[src/rtl/cnn_pkg.sv]
// Shared defaults and width helper for the convolution datapath blocks.
package cnn_pkg;

  localparam int DEF_DATA_W       = 39;
  localparam int DEF_IMAGE_WIDTH  = 28;
  localparam int DEF_KERNEL_WIDTH = 5;

  // Bits needed to hold values 0..n-1, never less than one.
  function automatic int cnt_width(input int n);
    return (n < 2) ? 1 : $clog2(n);
  endfunction

endpackage

[src/rtl/line_delay_if.sv]
// Sample stream interface for line_delay; fill_level exists only with LINE_DELAY_LEVEL_EN.
interface line_delay_if
  import cnn_pkg::*;
#(
  parameter int DATA_W = DEF_DATA_W,
  parameter int DEPTH  = DEF_IMAGE_WIDTH - DEF_KERNEL_WIDTH
);
  localparam int FILL_W = cnt_width(DEPTH + 1);

  logic signed [DATA_W-1:0] data_in;
  logic                     in_valid;
  logic                     clear;
  logic signed [DATA_W-1:0] data_out;
  logic                     out_valid;
  logic                     primed;
`ifdef LINE_DELAY_LEVEL_EN
  logic [FILL_W-1:0]        fill_level;

  modport master (output data_in, in_valid, clear,
                  input  data_out, out_valid, primed, fill_level);
  modport slave  (input  data_in, in_valid, clear,
                  output data_out, out_valid, primed, fill_level);
`else
  modport master (output data_in, in_valid, clear,
                  input  data_out, out_valid, primed);
  modport slave  (input  data_in, in_valid, clear,
                  output data_out, out_valid, primed);
`endif

endinterface

[src/rtl/delay_ram.sv]
// DEPTH x DATA_W circular storage: combinational read, synchronous write, no reset.
module delay_ram #(
  parameter int DATA_W = 39,
  parameter int DEPTH  = 23,
  parameter int PTR_W  = 5
) (
  input  logic              clk,
  input  logic              we,
  input  logic [PTR_W-1:0]  ptr,
  input  logic [DATA_W-1:0] wr_data,
  output logic [DATA_W-1:0] rd_data
);

  logic [DATA_W-1:0] mem [DEPTH];

  assign rd_data = mem[ptr];

  always_ff @(posedge clk) begin
    if (we) begin
      mem[ptr] <= wr_data;
    end
  end

endmodule

[src/rtl/line_delay.sv]
// Valid-gated line delay: each accepted sample re-emerges DEPTH accepted beats later.
// Optional fill_level output enabled by defining LINE_DELAY_LEVEL_EN.
module line_delay
  import cnn_pkg::*;
#(
  parameter int DATA_W       = DEF_DATA_W,
  parameter int IMAGE_WIDTH  = DEF_IMAGE_WIDTH,
  parameter int KERNEL_WIDTH = DEF_KERNEL_WIDTH,
  parameter int DEPTH        = IMAGE_WIDTH - KERNEL_WIDTH
) (
  input logic        clk,
  input logic        reset,
  line_delay_if.slave bus
);

  localparam int PTR_W  = cnt_width(DEPTH);
  localparam int FILL_W = cnt_width(DEPTH + 1);

  logic [PTR_W-1:0]  ptr_reg;
  logic [PTR_W-1:0]  ptr_next;
  logic [FILL_W-1:0] fill_reg;
  logic [FILL_W-1:0] fill_next;
  logic [DATA_W-1:0] rd_data;
  logic              full;
  logic              accept;

  assign full   = (fill_reg == FILL_W'(DEPTH));
  // clear takes priority, so a beat coinciding with it is never written.
  assign accept = bus.in_valid & ~bus.clear;

  always_comb begin
    ptr_next  = (ptr_reg == PTR_W'(DEPTH - 1)) ? '0 : ptr_reg + PTR_W'(1);
    fill_next = full ? fill_reg : fill_reg + FILL_W'(1);
  end

  delay_ram #(
    .DATA_W (DATA_W),
    .DEPTH  (DEPTH),
    .PTR_W  (PTR_W)
  ) u_ram (
    .clk     (clk),
    .we      (accept),
    .ptr     (ptr_reg),
    .wr_data (bus.data_in),
    .rd_data (rd_data)
  );

  always_ff @(posedge clk or posedge reset) begin
    if (reset) begin
      ptr_reg       <= '0;
      fill_reg      <= '0;
      bus.data_out  <= '0;
      bus.out_valid <= 1'b0;
    end else if (bus.clear) begin
      ptr_reg       <= '0;
      fill_reg      <= '0;
      bus.data_out  <= '0;
      bus.out_valid <= 1'b0;
    end else if (bus.in_valid) begin
      ptr_reg       <= ptr_next;
      fill_reg      <= fill_next;
      bus.data_out  <= full ? $signed(rd_data) : '0;
      bus.out_valid <= full;
    end else begin
      bus.out_valid <= 1'b0;
    end
  end

  assign bus.primed = full;
`ifdef LINE_DELAY_LEVEL_EN
  assign bus.fill_level = fill_reg;
`endif

endmodule

[src/flat_wrapper.sv]
// flat-port wrapper written by rule: the top's interface ports become plain ports
module line_delay_flat import cnn_pkg::*;
#(
  parameter int DATA_W       = DEF_DATA_W,
  parameter int IMAGE_WIDTH  = DEF_IMAGE_WIDTH,
  parameter int KERNEL_WIDTH = DEF_KERNEL_WIDTH,
  parameter int DEPTH        = IMAGE_WIDTH - KERNEL_WIDTH
)
  (clk, reset, bus_data_in, bus_in_valid, bus_clear, bus_data_out, bus_out_valid, bus_primed);
  line_delay_if #(.DATA_W(DATA_W), .DEPTH(DEPTH)) bus_i ();
  input logic clk;
  input logic reset;
  input wire logic [$bits(bus_i.data_in)-1:0] bus_data_in;
  input wire logic [$bits(bus_i.in_valid)-1:0] bus_in_valid;
  input wire logic [$bits(bus_i.clear)-1:0] bus_clear;
  output wire logic [$bits(bus_i.data_out)-1:0] bus_data_out;
  output wire logic [$bits(bus_i.out_valid)-1:0] bus_out_valid;
  output wire logic [$bits(bus_i.primed)-1:0] bus_primed;
  assign bus_i.data_in = bus_data_in;
  assign bus_i.in_valid = bus_in_valid;
  assign bus_i.clear = bus_clear;
  assign bus_data_out = bus_i.data_out;
  assign bus_out_valid = bus_i.out_valid;
  assign bus_primed = bus_i.primed;
  line_delay #(.DATA_W(DATA_W), .IMAGE_WIDTH(IMAGE_WIDTH), .KERNEL_WIDTH(KERNEL_WIDTH), .DEPTH(DEPTH)) u_core (.clk(clk), .reset(reset), .bus(bus_i));
endmodule
[config.mk]
export PLATFORM = sky130hd
export DESIGN_NAME = line_delay_flat
export DESIGN_NICKNAME = d
export VERILOG_FILES = /design/src/rtl/cnn_pkg.sv /design/src/rtl/line_delay_if.sv /design/src/rtl/delay_ram.sv /design/src/rtl/line_delay.sv /design/src/flat_wrapper.sv
export SDC_FILE = /design/constraint.sdc
export NUM_CORES = 1
export LEC_CHECK = 0
export CAP_MARGIN = 0
export CORE_ASPECT_RATIO = 1.4
export CORE_MARGIN = 3
export CORE_UTILIZATION = 47
export DETAILED_ROUTE_END_ITERATION = 8
export PLACE_DENSITY = 0.72
export REMOVE_ABC_BUFFERS = 1
export SYNTH_ARGS = -nofsm -noshare
export SYNTH_HDL_FRONTEND = slang
export SYNTH_SLANG_ARGS = --single-unit
[constraint.sdc]
create_clock -name clk -period 5.1 [get_ports clk]
set_input_delay 0.765 -clock clk [delete_from_list [all_inputs] [get_ports clk]]
set_output_delay 0.765 -clock clk [all_outputs]
set_load 0.01 [all_outputs]
Word-level counts from Yosys, hierarchy flattened
Memory sizes are Yosys's and may differ from the RTL's.
Cells that the tools add are included.
Operators by class
  $lt $le $gt $ge: 0
  shift operators: 0
  add/subtract/negate cells: 2
  mux-type cells: 13
  reductions and logical operators: 2
  equal/unequal tests: 3
  bitwise operators: 2
  div/mod/pow operators: 0
  multiply operators: 0
Operators by type and width (count)
  39-bit 2-to-1 mux: 3
  5-bit 2-to-1 mux: 6
  5-bit by 1-bit adder with 5-bit output, second input constant: 2
  5-bit equality test, second input constant: 2
  1-bit 2-to-1 mux: 4
  2-bit inequality test, second input constant: 1
  2-bit AND reduction: 1
  2-bit nonzero test: 1
  1-bit bitwise AND: 1
  1-bit NOT: 1
Storage, ports and cells
  register bits after elaboration: 50
  output and inout bits: 41
  bits in latches: 0
  ROM bits: 0
  logic and storage cells: 27
  memory bits (writable): 897
  memories kept: 1
Memory list
  u_core.u_ram.mem: words 23, width 39, rd ports 1, clocked after Yosys merged registers in 0, wr ports 1, RTL line delay_ram.sv:14  | logic [DATA_W-1:0] mem [DEPTH];

Logic depth before layout (Yosys ltp)
  depth after elaboration: 4
  gate-level depth with buffers: 8

By module
From an unflattened synthesis, not the netlist that was laid out.
Second synthesis, totals
  cells, all modules: 1889
  area, all modules: 36299.8 um^2
Modules (own cells, without submodules)
  delay_ram: seq. area each 26935.8 um^2, area an instance 34299.1 um^2, cells each 1743, instances 1
  line_delay: seq. area each 1251.2 um^2, area an instance 2000.7 um^2, cells each 146, instances 1

Worst setup path after synthesis
OpenSTA, ideal clock, no wires.
  path kind: input -> register
  start point: input port bus_in_valid
  end point: memory u_core.u_ram.mem[6][0] (enable)
  setup time: 435 ps
  data arrival time: 3134 ps
  path slack: 1531 ps
  stages: 4
  cell sequence: clkbuf_1 > nor2b_1 > nand2_1 > nor2_1
On the way
  word-level cells in the longest chain between the ends: 3
RTL lines
  start, declared: RTL line flat_wrapper.sv:14  | input wire logic [$bits(bus_i.in_valid)-1:0] bus_in_valid;
  1-bit bitwise AND: RTL line line_delay.sv:29  | assign accept = bus.in_valid & ~bus.clear;
  1-bit 2-to-1 mux: RTL line delay_ram.sv:19  | if (we) begin
  1-bit 2-to-1 mux (implied by the code): RTL line delay_ram.sv:20  | mem[ptr] <= wr_data;
  end, declared: RTL line delay_ram.sv:14
Every way passes these cells.

Worst setup path in the final report
  start point: register u_core.ptr_reg[1]
  end point: register u_core.bus.data_out[25]
On the way
  word-level cells in the longest chain between the ends: 4
RTL lines
  start, declared: RTL line line_delay.sv:19  | logic [PTR_W-1:0] ptr_reg;
  start signal, assigned: RTL line line_delay.sv:60  | ptr_reg <= ptr_next;
  memory read 23 x 39 bit
  39-bit 2-to-1 mux: RTL line line_delay.sv:62  | bus.data_out <= full ? $signed(rd_data) : '0;
  39-bit 2-to-1 mux: RTL line line_delay.sv:59  | end else if (bus.in_valid) begin
  39-bit 2-to-1 mux: RTL line line_delay.sv:54  | end else if (bus.clear) begin
  end signal, assigned: RTL line line_delay.sv:62
  end, declared: RTL line line_delay_if.sv:27  | output data_out, out_valid, primed);
Every way passes these cells. The select of a mux whose other input is x is not followed.
A chain may end at the register's enable or synchronous reset.

==> impl_metrics.csv <==
group,metric,value,unit
status,outcome,"complete, no violations",
die,die_w,241,um
clock_tree,hold_buffers,0,
routing,totalWireLength,89.1,mm
layout,drive_above_1_share,10.7,%
layout,finalNetCount,2160,
synth,ys_ff_latch,947,
pwr,clkPwrFrac,40.8,%
setup_path,reg2reg_from,"u_core.ptr_reg[1]",
layout,ff_latch_area,28200,um2
clock_tree,cts-root-buf,"clkbuf_16",
clock_tree,cts_resized,0,
layout,largest_reg_flops,897,
pwr,ir_drop,0.000293,V
synth,ys_types,40,
hold_path,hold_depth,2,
pwr,intPower,12.5,mW
place,placed_cell_area,38500,um2
timing,hold_violations,0,
die,die_y,335,um
routing,dr.pass1.iters,5,
pwr,p_per_area,382,nW/um2
place,dpl.hpwl,54.9,mm
clock_tree,clk_latency,0.64,ns
synth,yosys_warnings,0,
clock_tree,cts_tree,"built",
layout,multi_input_area,7780,um2
setup_path,timing.rr.end,"u_core.bus.data_out[25]",
synth,async_flop_share,5.28,%
die,core-area,76600,um2
clock_tree,clk_pin_slew,0.06,ns
routing,vias,19100,
pwr,p_switching,3.31,mW
synth,synth_largest_area_cell,"edfxtp_1",
timing,fmax,277,MHz
pwr,p_seq_share,54.3,%
synth,yosysSeqAreaShare,77.5,%
timing,rsz0062_at_grt,"false",
timing,finalSetupViolCount,0,
setup_path,r2r_slack,1.49,ns
clock_tree,cts_buffers,83,
synth,syn_avg_cell_area,18.0,um2
synth,synth_most_common_cell,"edfxtp_1",
pwr,power.share.switching,20.9,%
clock_tree,post_cts_buffers,0,
pwr,p_leak,12.7,nW
timing,slew_violations,0,
die,rows,120,
synth,ys.flop_type,"edfxtp_1",
layout,top_register,"u_core.u_ram.mem",
synth,ys_top_cells_by_area,"edfxtp_1, mux2i_1, dfrtp_1",
layout,area_delta_synth_final,13.8,%
timing,layout_min_cycle_time,3.61,ns
layout,reg.largest.list,"u_core.u_ram.mem: 897 flops, u_core.bus.data_out: 39 flops",
synth,synth_top_area_share,74.1,%
timing,setup_tns,0,ns
global_routing,grt_usage,22.1,%
die,initial_core_util,47.5,%
setup_path,critPathKind,"reg -> reg",
synth,synth.top_cells.by_count,"edfxtp_1, mux2i_1, o22ai_1, nand2_1, buf_2",
setup_path,ff2ff_path_depth,6,
routing,viasPerCell,6.05,
clock_tree,htree_levels,3,
pwr,report.power.total,15.8,mW
timing,post-route-period-util,70.7,%
timing,worstMarginPinSlew,1.28,ns
synth,synth-edff-count,897,
synth,syn_inst,2014,
routing,drc,0,
routing,drt_iter0_markers,1849,
pwr,comb_power_share,4.9,%
global_routing,antenna_found_initial,5,
global_routing,grt_max_degree,116,
routing,routedWlPerCell,28.2,um
layout,nFillCells,5792,
hold_path,hp-class,"reg -> reg",
die,top_level_ports,84,
timing,clock_skew,0.0255,ns
global_routing,first_global_vias,19300,
setup_path,cp.arrival,4.07,ns
routing,postRouteAntennaNets,0,
timing,hold_ws,0.515,ns
hold_path,hold_start,"u_core.bus.data_out[11]",
synth,synth_area,36400,um2
die,dieArea,80800,um2
timing,slew_headroom,14.1,%
layout,stdcell_area,41400,um2
global_routing,grt_overflow,0,
place,portBuffers,83,
clock_tree,cts.sinks,947,
place,gp_routability_congestion,0.812,
setup_path,worstSetupEndpointType,"flip-flop",
setup_path,crit_required,5.57,ns
layout,utilization,54.0,%
hold_path,worst_hold_path.endpoint,"u_core.bus.data_out[11]",
setup_path,crit_path_max_fanout,46,
clock_tree,cts_buffer_depth,3,
job,maxCapViolations,0,
global_routing,grt_pass1_wl,130,mm
setup_path,cp-start-kind,"flip-flop",
==> layout by cell type (no fill, tap or decap), drive strengths merged <==
| cell type | n |
|---|---|
| a31oi | 39 |
| nor2b | 1 |
| o21a | 1 |
| o21ai | 1 |
| or4b | 3 |
| mux2 | 2 |
| buf | 49 |
| nor2 | 30 |
| o41ai | 39 |
| clkinvlp | 5 |
| nand4 | 1 |
| mux2i | 429 |
| o211ai | 39 |
| edfxtp | 897 |
| or2 | 1 |
| and3 | 1 |
| ha | 5 |
| nand3b | 3 |
| clkinv | 22 |
| nand3 | 6 |
| nand4bb | 3 |
| o22ai | 196 |
| bufinv | 8 |
| nand2 | 89 |
| nand4b | 2 |
| diode | 3 |
| a21oi | 2 |
| nor3b | 1 |
| dfrtp | 50 |
| clkdlybuf4s50 | 83 |
| a22o | 2 |
| xnor2 | 1 |
| nand2b | 40 |
| clkbuf | 114 |
| or4 | 1 |
| inv | 10 |
| xor2 | 4 |
==> worst max-delay path by stage <==
stage | from | end | cells past startpoint
final | u_core.ptr_reg[1] | u_core.bus.data_out[25] | 6
after CTS | u_core.ptr_reg[1] | u_core.bus.data_out[25] | 6
after global routing | u_core.ptr_reg[1] | u_core.bus.data_out[25] | 6
after floorplan | u_core.ptr_reg[1] | u_core.u_ram.mem[0][0] | 4
after global placement | bus_clear | u_core.u_ram.mem[4][29] | 5
after detailed placement | bus_clear | u_core.u_ram.mem[4][31] | 5
==> metal layers <==
| layer | part of all wire (%) | global-route usage [%] | up-vias | wire length, um |
|---|---|---|---|---|
| li1 | - | - | 8295 | - |
| met1 | 37 | 27.2 | 9881 | 33300 |
| met2 | 53 | 38.9 | 760 | 46900 |
| met3 | 6.0 | 3.38 | 162 | 5360 |
| met4 | 4.0 | 9.18 | 4 | 3560 |
| met5 | 0.016 | 0 | - | 14 |
==> area by class of cell <==
type	count	area share (%)
timing repair buffer	132	3.20
clock inverter	39	1.08
antenna	3	0.0181
clock buffer	114	5.75
sequential	947	68.2
inverter	6	0.0544
multi-input combinational	942	18.8
tap	976	2.95
==> worst max-delay path, cell delays in order (launching register included) <==
cell and delay, ns:
dfrtp_4 0.69, buf_4 0.59, buf_4 0.74, mux2i_1 0.31
o22ai_1 0.15, o41ai_1 0.74, o211ai_1 0.18
==> cell families after synthesis <==
group | after synthesis | share of synthesized area [%]
flops | 947 | 77.5
buf+inv | 125 | 1.73
compound gates | 319 | 6.11
mux | 431 | 11.9
simple gates | 182 | 2.46
fa+ha+maj | 5 | 0.172
xor+xnor | 5 | 0.120
==> power by group through the flow <==
stage	clock, mW	sequential, mW	combinational, mW
final	6.45	8.58	0.777
after global routing	6.82	8.58	0.817
after CTS	6.51	8.58	0.778
after detailed placement	0	8.75	0.776
after global placement	0	8.74	0.759
after floorplan	0	8.82	0.685
==> per-stage QoR <==
| stage | cells | setup WS (ns) |
|---|---|---|
| after CTS | 3156 | 1.50 |
| after global routing | 3156 | 1.46 |
| after detailed placement | 3003 | 1.13 |
| final | 3159 | 1.49 |
| after global placement | 3003 | 1.11 |
| after floorplan | 1895 | -14.86 |
Note: power is estimated with default switching activity, not from simulation.
